<file path="src/rtl/iobuf_ctrl_pkg.sv">
// Shared definitions for the pad-bus turnaround controller: state encoding and counter widths.
package iobuf_ctrl_pkg;

    localparam int unsigned TA_W    = 4;
    localparam int unsigned BURST_W = 8;

    typedef enum logic [1:0] {
        S_IDLE = 2'd0,
        S_TON  = 2'd1,
        S_DRV  = 2'd2,
        S_TOFF = 2'd3
    } state_t;

endpackage

</file>
<file path="src/rtl/iobuf_turnaround_ctrl_rr_arb2.sv">
// Two-way round-robin arbiter; i_rr_ptr names the requester preferred on a tie.
module rr_arb2
(
    input  logic [1:0] i_req,
    input  logic       i_rr_ptr,
    output logic [1:0] o_win_c
);

    always_comb begin
        o_win_c = 2'b00;
        if (i_req == 2'b11) begin
            o_win_c = i_rr_ptr ? 2'b10 : 2'b01;
        end else begin
            o_win_c = i_req;
        end
    end

endmodule

</file>
<file path="src/rtl/iobuf_turnaround_ctrl.sv">
// Half-duplex pad bus sequencer: arbitrates two drivers, inserts turnaround dead cycles
// around every drive, and captures receive data while the bus is released.
module iobuf_turnaround_ctrl
    import iobuf_ctrl_pkg::*;
#(
    parameter int unsigned WIDTH     = 8,
    parameter int unsigned TA_CYCLES = 2,
    parameter int unsigned MAX_BURST = 16
)
(
    input  logic             i_clk,
    input  logic             i_rst_n,
    input  logic [1:0]       i_req,
    input  logic [WIDTH-1:0] i_data0,
    input  logic [WIDTH-1:0] i_data1,
    output logic [1:0]       o_gnt,
    output logic [WIDTH-1:0] o_pad_i,
    output logic             o_pad_t,
    input  logic [WIDTH-1:0] i_pad_o,
    input  logic             i_rx_en,
    output logic [WIDTH-1:0] o_rx_data,
    output logic             o_rx_valid,
    output logic             o_busy
);

    localparam logic [TA_W-1:0]    TA_LOAD    = TA_W'(TA_CYCLES - 1);
    localparam logic [BURST_W-1:0] BURST_LAST = BURST_W'(MAX_BURST - 1);

    state_t               r_state;
    logic                 r_owner;
    logic                 r_rr_ptr;
    logic [TA_W-1:0]      r_ta_cnt;
    logic [BURST_W-1:0]   r_burst;
    logic [1:0]           r_gnt;
    logic [WIDTH-1:0]     r_pad_i;
    logic                 r_pad_t;
    logic [WIDTH-1:0]     r_rx_data;
    logic                 r_rx_valid;
    logic                 r_busy;

    state_t               w_state_nxt;
    logic                 w_owner_nxt;
    logic                 w_rr_nxt;
    logic [TA_W-1:0]      w_ta_nxt;
    logic [BURST_W-1:0]   w_burst_nxt;
    logic                 w_cap;
    logic                 w_drv_nxt;
    logic [1:0]           w_win;

    rr_arb2 u_arb (
        .i_req    (i_req),
        .i_rr_ptr (r_rr_ptr),
        .o_win_c  (w_win)
    );

    // Next-state and counter logic
    always_comb begin
        w_state_nxt = r_state;
        w_owner_nxt = r_owner;
        w_rr_nxt    = r_rr_ptr;
        w_ta_nxt    = r_ta_cnt;
        w_burst_nxt = r_burst;
        w_cap       = 1'b0;
        case (r_state)
            S_IDLE: begin
                if (|i_req) begin
                    w_state_nxt = S_TON;
                    w_owner_nxt = w_win[1] & ~w_win[0];
                    w_ta_nxt    = TA_LOAD;
                end else begin
                    w_cap = i_rx_en;
                end
            end
            S_TON: begin
                if (r_ta_cnt == '0) begin
                    w_state_nxt = S_DRV;
                    w_burst_nxt = '0;
                end else begin
                    w_ta_nxt = r_ta_cnt - TA_W'(1);
                end
            end
            S_DRV: begin
                w_burst_nxt = r_burst + BURST_W'(1);
                if (!i_req[r_owner] || (r_burst == BURST_LAST)) begin
                    w_state_nxt = S_TOFF;
                    w_ta_nxt    = TA_LOAD;
                    w_rr_nxt    = ~r_owner;
                end
            end
            S_TOFF: begin
                if (r_ta_cnt == '0) begin
                    w_state_nxt = S_IDLE;
                end else begin
                    w_ta_nxt = r_ta_cnt - TA_W'(1);
                end
            end
            default: begin
                w_state_nxt = S_IDLE;
            end
        endcase
    end

    assign w_drv_nxt = (w_state_nxt == S_DRV);

    // Outputs are registered from the next state so they line up with the state register
    always_ff @(posedge i_clk) begin
        if (!i_rst_n) begin
            r_state    <= S_IDLE;
            r_owner    <= 1'b0;
            r_rr_ptr   <= 1'b0;
            r_ta_cnt   <= '0;
            r_burst    <= '0;
            r_gnt      <= 2'b00;
            r_pad_i    <= '0;
            r_pad_t    <= 1'b1;
            r_rx_data  <= '0;
            r_rx_valid <= 1'b0;
            r_busy     <= 1'b0;
        end else begin
            r_state    <= w_state_nxt;
            r_owner    <= w_owner_nxt;
            r_rr_ptr   <= w_rr_nxt;
            r_ta_cnt   <= w_ta_nxt;
            r_burst    <= w_burst_nxt;
            r_pad_t    <= ~w_drv_nxt;
            r_busy     <= (w_state_nxt != S_IDLE);
            r_rx_valid <= w_cap;
            if (w_drv_nxt) begin
                r_gnt   <= w_owner_nxt ? 2'b10 : 2'b01;
                r_pad_i <= w_owner_nxt ? i_data1 : i_data0;
            end else begin
                r_gnt   <= 2'b00;
            end
            if (w_cap) begin
                r_rx_data <= i_pad_o;
            end
        end
    end

    assign o_gnt      = r_gnt;
    assign o_pad_i    = r_pad_i;
    assign o_pad_t    = r_pad_t;
    assign o_rx_data  = r_rx_data;
    assign o_rx_valid = r_rx_valid;
    assign o_busy     = r_busy;

endmodule

</file>
<file path="config.mk">
export PLATFORM = sky130hd
export DESIGN_NAME = iobuf_turnaround_ctrl
export DESIGN_NICKNAME = d
export VERILOG_FILES = /design/src/rtl/iobuf_ctrl_pkg.sv /design/src/rtl/iobuf_turnaround_ctrl_rr_arb2.sv /design/src/rtl/iobuf_turnaround_ctrl.sv
export SDC_FILE = /design/constraint.sdc
export NUM_CORES = 1
export LEC_CHECK = 0
export CAP_MARGIN = 20
export CORE_MARGIN = 3
export CORE_UTILIZATION = 30
export DETAILED_ROUTE_END_ITERATION = 12
export PLACE_DENSITY = 0.58
export SLEW_MARGIN = 20
export SYNTH_ARGS = -nofsm -noshare
export SYNTH_HDL_FRONTEND = slang
export SYNTH_SLANG_ARGS = --single-unit
</file>
<file path="constraint.sdc">
create_clock -name i_clk -period 1.9 [get_ports i_clk]
set_input_delay 0.285 -clock i_clk [delete_from_list [all_inputs] [get_ports i_clk]]
set_output_delay 0.285 -clock i_clk [all_outputs]
set_load 0.05 [all_outputs]
</file>
# Yosys cells after proc, flatten, opt, wreduce, memory -nomap -nowiden
# Index checks and enable logic that the tools add are counted.
# totals
register_bits	37
out_inout_bits	21
word_cells	61
# op_classes
n_addsub	2
magnitude_cmp	1
n_eq_ne	10
mux	21
n_bitwise	4
n_reduce_logical	12
# ops
operator	n
$mux 8	2
$pmux 8 s2	1
$mux 2	7
$mux 4	3
$pmux 4 s3	1
$add 8x1->8 const B	1
$eq 2x2->1 const B	4
$eq 8x4->1 const B	1
$ne 2x2->1 const B	4
$pmux 2 s4	1
$mux 1	6
$reduce_and 2->1	3
$logic_not 4->1	1
$reduce_bool 2->1	2
$reduce_or 2->1	2
$sub 4x1->4 const B	1
$not 1->1	3
$reduce_and 3->1	1
$eq 2x1->1 const B	1
$logic_not 2->1	1
$lt 1x2->1 const B	1
$and 1x1->1	1
$logic_not 1->1	1
$logic_or 1x1->1	1

# Longest topological paths before layout
# Gate-level depths: netlist of the first run.
# depth
ltp_word	8
mapped_depth	7
depth_no_buf	6

# Modules after synthesis
# Synthesis of the first run repeated with hierarchy kept, for this count alone.
# hier_totals
hier_cells	221
hier_area_um2	1884.3
# by_module_without_submodules
module	n_inst	cells_per_inst	area_per_inst_um2	seq_area_each_um2
iobuf_turnaround_ctrl	1	218	1865.5	740.7
rr_arb2	1	3	18.8	0.0

# Worst setup path after synthesis of the first run
# No wires, ideal clock.
# synth_path
path_type	register to register
start	register r_ta_cnt[0]
end	register r_pad_i[0], in the netlist o_pad_i[0]
setup_ps	72
t_arrival_ps	1634
t_required_ps	1828
path_slack_ps	195
path_stages_with_launch	8
period_less_slack_ps	1705
path_cell_list	dfxtp_1 inv_1 ha_1 and4bb_2 or2_2 o21bai_4 buf_8 mux2i_1
# synth_between
elab_chain_len	4
word_cells_on_any_way	5
cone_classes	eq/ne (1); mux (3); reduce/logical (1)
# synth_rtl
element	line_no	rtl
start: declaration	iobuf_turnaround_ctrl.sv:32	logic [TA_W-1:0] r_ta_cnt;
start signal: assignment	iobuf_turnaround_ctrl.sv:123	r_ta_cnt <= w_ta_nxt;
$logic_not 4->1 (*)	iobuf_turnaround_ctrl.sv:75, iobuf_turnaround_ctrl.sv:91	
$mux 2 (on tied branches)	iobuf_turnaround_ctrl.sv:91, iobuf_turnaround_ctrl.sv:75	
$pmux 2 s4 (*)	iobuf_turnaround_ctrl.sv:64	case (r_state)
$eq 2x2->1 (*)	iobuf_turnaround_ctrl.sv:103	assign w_drv_nxt = (w_state_nxt == S_DRV);
end signal: assignment	iobuf_turnaround_ctrl.sv:130	r_pad_i <= w_owner_nxt ? i_data1 : i_data0;
end: declaration	iobuf_turnaround_ctrl.sv:35	logic [WIDTH-1:0] r_pad_i;
# Every way passes the cells marked *; elsewhere a longest branch is shown, timed or not.
# A chain may end at the register's enable or synchronous reset.

# Worst setup path in the final report of the first run
# layout_path
start	register r_ta_cnt[0]
end	register r_ta_cnt[3]
# layout_between
elab_chain_len	3
word_cells_on_any_way	6
cone_classes	add/sub (1); eq/ne (1); mux (2); reduce/logical (2)
# layout_rtl
element
$sub 4x1->4 or $logic_not 4->1 (tied branches)
$mux 4 or $ne 2x2->1 (tied branches)
$pmux 4 s3 or $reduce_and 3->1 (tied branches)
# Several ways; a longest one is shown, not always the timed one. The select of a mux whose other input is x is not followed.

==> out/metrics.cfg, run 1 <==
[run_status]
status = completed

[placement]
place_congestion = 0.7496
placed_cell_area_mm2 = 0.002525
dp_hpwl_mm = 3.340
port_buffers = 49
pre_cts_slack_ns = -0.1101

[setup_path]
setup.worst_path.class = flip-flop to flip-flop
critical_path_required_ns = 2.06
path_cells = inv_1 > ha_1 > and4bb_2 > or2_2 > buf_4 > o31ai_1 > a21oi_1
reg2reg_from = r_ta_cnt[0]
cp_top_family = simple AND/OR/NAND/NOR gates
r2r_slack_ns = 0.10
critPathMaxFanout = 4
critPathMaxStageDelay_ns = 0.34
critPathSlowestCell = dfxtp_2
worstSetupEndpointType = flip-flop
path_buf_inv = 2
crit_path_start_kind = flip-flop
reg2regPathDepth = 7
worstPathArrival_ns = 1.96
r2r-end = r_ta_cnt[3]

[synth]
synthMuxAreaShare_pct = 5.405
yosysTopAreaCell = dfxtp_1
synth_compound_area_share_pct = 22.94
synth_top_area_share_pct = 39.02
synth_cell_types = 47
synth_flop_cell = dfxtp_1
yosys-top-cells-count = dfxtp_1, a21oi_1, nand2_1
yosys-top-cells-area = dfxtp_1, a21oi_1, a32o_1, mux2i_1, nand2_1
synthArstFlopShare_pct = 0
post_synth.cell_area_avg_um2 = 8.589
synth_edf_count = 0
ys_seq_area_share_pct = 39.02
synthXorXnorAreaFrac_pct = 0.4614
synth_simple_gate_area_share_pct = 23.47
syn_inst = 221
synth_top_family_by_area = simple AND/OR/NAND/NOR gates
yosysWarnings = 0
syn_nets = 252
ys_ff_latch = 37
synthAdderAreaFrac_pct = 1.318
yosysMostFrequentCell = dfxtp_1
synth_area_mm2 = 0.001898

[clock_network]
cts_buffer_depth = 2
cts.clk_slew.worst_paths_ns = 0.07
clockRootBuffer = clkbuf_8
tritoncts = built
ctsHoldBuffers = 0
postCtsSetupBuffers = 0
cts_sinks = 37
insertion_delay_ns = 0.28
h-tree-depth = 2
numCtsBuffers = 5

[timing]
max_slew.worst_pin.slew_ns = 0.6920
finalCritPeriodShare_pct = 94.66
clock.fmax_ghz = 0.5560
setup_ws_ns = 0.1015
skew_ns = 0.003717
setup_violations = 0
finalHoldViolCount = 0
slew_viol_final = 0
slew-limit-headroom_pct = 53.82
rsz0062_at_grt = false
min_period_ns = 1.799

[die]
dieHeight_um = 85.54
die-area_mm2 = 0.007317
core.rowCount = 28
core_area_mm2 = 0.006026
dieWidth_um = 85.54
ios = 50
initial_core_util_pct = 31.50

[grt]
grt_max_degree = 18
grt_first_pass_wirelength_mm = 7.638
grt_pass1_vias = 1601
grt_overflow = 0
gr-usage-all-layers_pct = 12.70
antenna_found_initial = 0

[layout]
nFillCells = 611
final_area_mm2 = 0.002618
fin_nets = 308
diodes = 0
area_growth_pct = 37.90
drive_above_1_share_pct = 12.95

[routing]
dr.pass1.iters = 5
routed_wl_mm = 4.612
drc = 0
via_per_inst = 5.003
wire_per_inst_um = 13.07
vias = 1766
drtAntennaViolNets = 0
drt_iter0_markers = 123

[min_path]
whs_path_depth = 2
hold_class = flip-flop to flip-flop
min-delay-start = o_rx_data[0]
min_to = o_rx_data[0]

[power_and_ir_drop]
ir_drop_uv = 519.0
p_leak_nw = 1.015
power_density_mw_per_mm2 = 959.1

[run]
maxCapViolations = 0

-- through the flow --
step	hold WS (ns)	util [%]	setup TNS [ns]	std cells	power (mW)
after floorplan	0.4214	-	0	221	1.655
after global placement	0.4414	41.90	-0.2775	345	1.984
after detailed placement	0.4450	41.90	-0.4945	345	1.986
after CTS	0.4557	43.31	0	353	2.530
after global routing	0.4793	43.44	0	353	2.674
final	0.4530	43.44	0	353	2.510
-- power by group --
group	switching (mW)	internal [mW]
sequential	0.0593	0.865
clock	0.277	0.254
combinational	0.591	0.464
-- flip-flops by register name (all words and copies together), names as in the netlist --
| signal | flops |
|---|---|
| o_pad_t | 1 |
| o_pad_i | 8 |
| r_ta_cnt | 4 |
| o_gnt | 2 |
| r_burst | 8 |
| o_busy | 1 |
| r_state | 2 |
| o_rx_valid | 1 |
| o_rx_data | 8 |
| r_rr_ptr | 1 |
| r_owner | 1 |
-- cells by family (layout without fill, tap and decap cells) --
kind of cell,after synthesis,in the layout
simple gates,81,81
compound gates,63,63
flops,37,37
buf+inv,27,84
mux,10,10
fa+ha+maj,2,2
xor+xnor,1,1
-- layout by cell type (no fill, tap or decap), types with 2 or more instances in the layout --
master and count:
a221oi_1 8, and3_1 2, clkdlybuf4s50_1 49, a32o_1 8
or2_2 2, nor2_1 11, buf_4 13, nand4b_1 2
nor2b_1 10, ha_1 2, mux2i_1 8, o21ai_1 3
nand2_1 20, o21a_1 2, buf_12 2, nand2b_1 2
nand3_1 13, mux2_2 2, nand3b_1 2, dfxtp_1 35
inv_1 11, dfxtp_2 2, clkinv_2 2, nand4_1 2
o21ai_0 13, clkbuf_8 5, nor3_1 2, a21oi_1 21
-- worst min-delay path, delay by kind of cell (launching register included) --
family | cells | cell delay [ns]
simple gates | 1 | 0.05
compound gates | 1 | 0.05
flops | 1 | 0.31
-- cell type report --
cell class / instances / area [µm²] / area share, %
multi-input combinational: 157 / 1025 / 39.15
sequential: 37 / 743.2 / 28.39
timing repair buffer: 64 / 628.1 / 24.00
tap: 75 / 93.84 / 3.585
clock buffer: 6 / 72.57 / 2.772
inverter: 12 / 45.04 / 1.721
clock inverter: 2 / 10.01 / 0.3824
-- worst max-delay path by stage --
stage | startpoint | cells after the start | slack [ns] | to
CTS | r_ta_cnt[0] | 7 | 0.04 | r_ta_cnt[2]
detailed placement | i_req[1] | 6 | -0.11 | o_pad_i[7]
global route | r_ta_cnt[0] | 7 | 0.004 | r_ta_cnt[3]
finish | r_ta_cnt[0] | 7 | 0.10 | r_ta_cnt[3]
global placement | r_state[0] | 4 | -0.07 | o_gnt[1]
floorplan | r_ta_cnt[0] | 7 | 0.19 | o_pad_i[0]
-- routing by layer --
| layer | track usage (%) | part of all wire (%) | vias up |
|---|---|---|---|
| li1 | - | - | 908 |
| met1 | 17.39 | 50 | 797 |
| met2 | 19.21 | 42 | 56 |
| met3 | 3.842 | 6.8 | 5 |
| met4 | 3.885 | 1.1 | 0 |
| met5 | 0 | 0 | - |
-- repair_timing --
item	CTS	global route
setup endpoints to repair	1	2
resized for setup	1	3
hold endpoints to repair	0	0
pin swaps	0	0
No activity file was read; power rests on OpenSTA's default activity.
==> run 2, diff against run 1 <==
- PLACE_DENSITY: 0.58 -> 0.6
- REMOVE_ABC_BUFFERS: not set -> 1
- clock period: 1.9 -> 1.52 ns (I/O delays scaled with it)
==> run 2 against run 1 <==
Net effect:
- the flow now finishes with violations (negative setup slack)
- core utilization up 3.1 points
- critical path depth down 1
- final area up 7.0%
- cell count up 5.9%
- routed wire length up 6.3%
- non-clock buffer count up 22
- critical path type unchanged
- first-iteration DRC count down 26%
- fmax up 7.6%
==> out/metrics.cfg, run 2 (same netlist as run 1, synthesis figures left out) <==
[timing]
skew_ns = 0.007784  ; was 0.003717 ns
finalCritPeriodShare_pct = 110.0  ; was 94.66%
min_period_ns = 1.672  ; was 1.799 ns
slew_viol_final = 0  ; unchanged
setup_ws_ns = -0.1520  ; was 0.1015 ns
finalHoldViolCount = 0  ; unchanged
slew-limit-headroom_pct = 80.89  ; was 53.82%
clock.fmax_ghz = 0.5981  ; was 0.5560 GHz
rsz0062_at_grt = true  ; was false
setup_violations = 14  ; was 0
max_slew.worst_pin.slew_ns = 0.2848  ; was 0.6920 ns

[setup_path]
critPathMaxStageDelay_ns = 0.54  ; was 0.34 ns
critical_path_required_ns = 1.71  ; was 2.06 ns
critPathSlowestCell = or4_4  ; was dfxtp_2
crit_path_start_kind = flip-flop  ; unchanged
worstPathArrival_ns = 1.86  ; was 1.96 ns
path_cells = or4_4 > o211a_4 > o21bai_4 > buf_12 > buf_4 > nor3_4  ; was inv_1 > ha_1 > and4bb_2 > or2_2 > buf_4 > o31ai_1 > a21oi_1
setup.worst_path.class = flip-flop to flip-flop  ; unchanged
worstSetupEndpointType = flip-flop  ; unchanged
critPathMaxFanout = 8  ; was 4

[placement]
dp_hpwl_mm = 3.531  ; was 3.340 mm
placed_cell_area_mm2 = 0.002603  ; was 0.002525 mm²
port_buffers = 49  ; unchanged
place_congestion = 0.7742  ; was 0.7496

[clock_network]
numCtsBuffers = 5  ; unchanged
tritoncts = built  ; unchanged
cts_sinks = 37  ; unchanged
cts.clk_slew.worst_paths_ns = 0.08  ; was 0.07 ns
ctsHoldBuffers = 0  ; unchanged
clockRootBuffer = clkbuf_8  ; unchanged
h-tree-depth = 2  ; unchanged
cts_buffer_depth = 2  ; unchanged
insertion_delay_ns = 0.29  ; was 0.28 ns

[die]
dieHeight_um = 85.54  ; unchanged
core.rowCount = 28  ; unchanged
die-area_mm2 = 0.007317  ; unchanged
dieWidth_um = 85.54  ; unchanged
core_area_mm2 = 0.006026  ; unchanged
ios = 50  ; unchanged
initial_core_util_pct = 31.50  ; unchanged

[layout]
area_growth_pct = 47.59  ; was 37.90%
regArea_um2 = 748.2  ; was 743.2 µm²
multiInputGateArea_mm2 = 0.001079  ; was 0.001025 mm²
layout_commonest_cell = buf_4  ; was clkdlybuf4s50_1
nFillCells = 630  ; was 611
fin_nets = 330  ; was 308
final_area_mm2 = 0.002801  ; was 0.002618 mm²
final_cell_mix = buf_4, dfxtp_1, clkdlybuf4s50_1, a21oi_1, nand2_1  ; was clkdlybuf4s50_1, dfxtp_1, a21oi_1, nand2_1
diodes = 0  ; unchanged
drive_above_1_share_pct = 30.77  ; was 12.95%

[grt]
grt_max_degree = 18  ; unchanged
antenna_found_initial = 0  ; unchanged
grt_overflow = 0  ; unchanged
gr-usage-all-layers_pct = 13.48  ; was 12.70%
grt_first_pass_wirelength_mm = 8.010  ; was 7.638 mm
grt_pass1_vias = 1728  ; was 1,601

[routing]
routed_wl_mm = 4.902  ; was 4.612 mm
drt_iter0_markers = 91  ; was 123
dr.pass1.iters = 4  ; was 5
via_per_inst = 5.011  ; was 5.003
drc = 0  ; unchanged
vias = 1874  ; was 1,766
drtAntennaViolNets = 0  ; unchanged
wire_per_inst_um = 13.11  ; was 13.07 µm

[run_status]
violations = negative setup slack
status = complete, but fails checks  ; was completed

[min_path]
hold_class = flip-flop to flip-flop  ; unchanged

[power_and_ir_drop]
power_density_mw_per_mm2 = 1213  ; was 959.1 mW/mm²
p_leak_nw = 1.179  ; was 1.015 nW
ir_drop_uv = 456.5  ; was 519.0 µV
finalPower_mw = 3.399  ; was 2.510 mW

[run]
maxCapViolations = 0  ; unchanged

[run 2: changes by cell type in the layout (fill, tap and decap cells not counted), moves of 2 or more]
cell	delta
dfxtp_1	-4
o21ai_0	-4
clkinv_2	-2
dfxtp_2	+4
buf_4	+40
clkdlybuf4s50_1	-22
o21ai_1	+4
buf_6	+4
[run 2: layout make-up]
class                           instances  share of cell area, %
Inverter                               12                  1.608
Sequential cell                        37                  26.71
Clock inverter                          1                 0.2680
Clock buffer                            6                  2.948
Timing Repair Buffer                   86                  26.62
Tap cell                               75                  3.350
Multi-Input combinational cell        157                  38.50
[run 2: final timing paths]
check / start / to / slack [ns] / depth (start not counted)
worst max register to register: r_burst[5] / o_gnt[0] / -0.15 / 6
worst max-delay path: r_burst[5] / o_gnt[0] / -0.15 / 6
worst min register to register: o_rx_data[4] / o_rx_data[4] / 0.46 / 2
worst min-delay path: o_rx_data[4] / o_rx_data[4] / 0.46 / 2
[run 2: report_power, final]
group / switching (mW) / total, mW / internal, mW
clock: 0.357 / 0.715 / 0.358
combinational: 0.808 / 1.53 / 0.723
sequential: 0.0682 / 1.15 / 1.08
[run 2: per-layer routing]
| layer | routed length, µm | GRT usage [%] |
|---|---|---|
| met2 | 2140 | 21.26 |
| met1 | 2275 | 17.15 |
| met4 | 81 | 5.036 |
| met5 | 0 | 0 |
| met3 | 405 | 4.419 |
[run 2: timing repair]
item,4_1_cts,5_1_grt
setup buffers,1,2
pin swaps,5,5
endpoints found under the setup margin,18,32
hold endpoints to repair,0,0
gates resized for setup,9,20
[run 2: per-stage QoR]
stage | utilization (%) | setup TNS, ns | instances | hold slack [ns] | worst slack, ns
after global routing | 46.49 | -2.827 | 374 | 0.4742 | -0.2216
after global placement | 43.19 | -6.727 | 364 | 0.4437 | -0.3379
after detailed placement | 43.19 | -7.157 | 364 | 0.4485 | -0.3959
after CTS | 45.35 | -2.054 | 372 | 0.4596 | -0.1673
final | 46.49 | -1.530 | 374 | 0.4562 | -0.1520
after floorplan | - | -10.67 | 206 | 0.2899 | -0.4784
[run 2: worst max-delay path, delay by kind of cell, from the launching register on]
kind / cells / cell delay (ns)
DFF: 1 / 0.32
buffers and inverters: 2 / 0.27
and+or+nand+nor: 2 / 0.58
AOI/OAI and AO/OA: 2 / 0.41
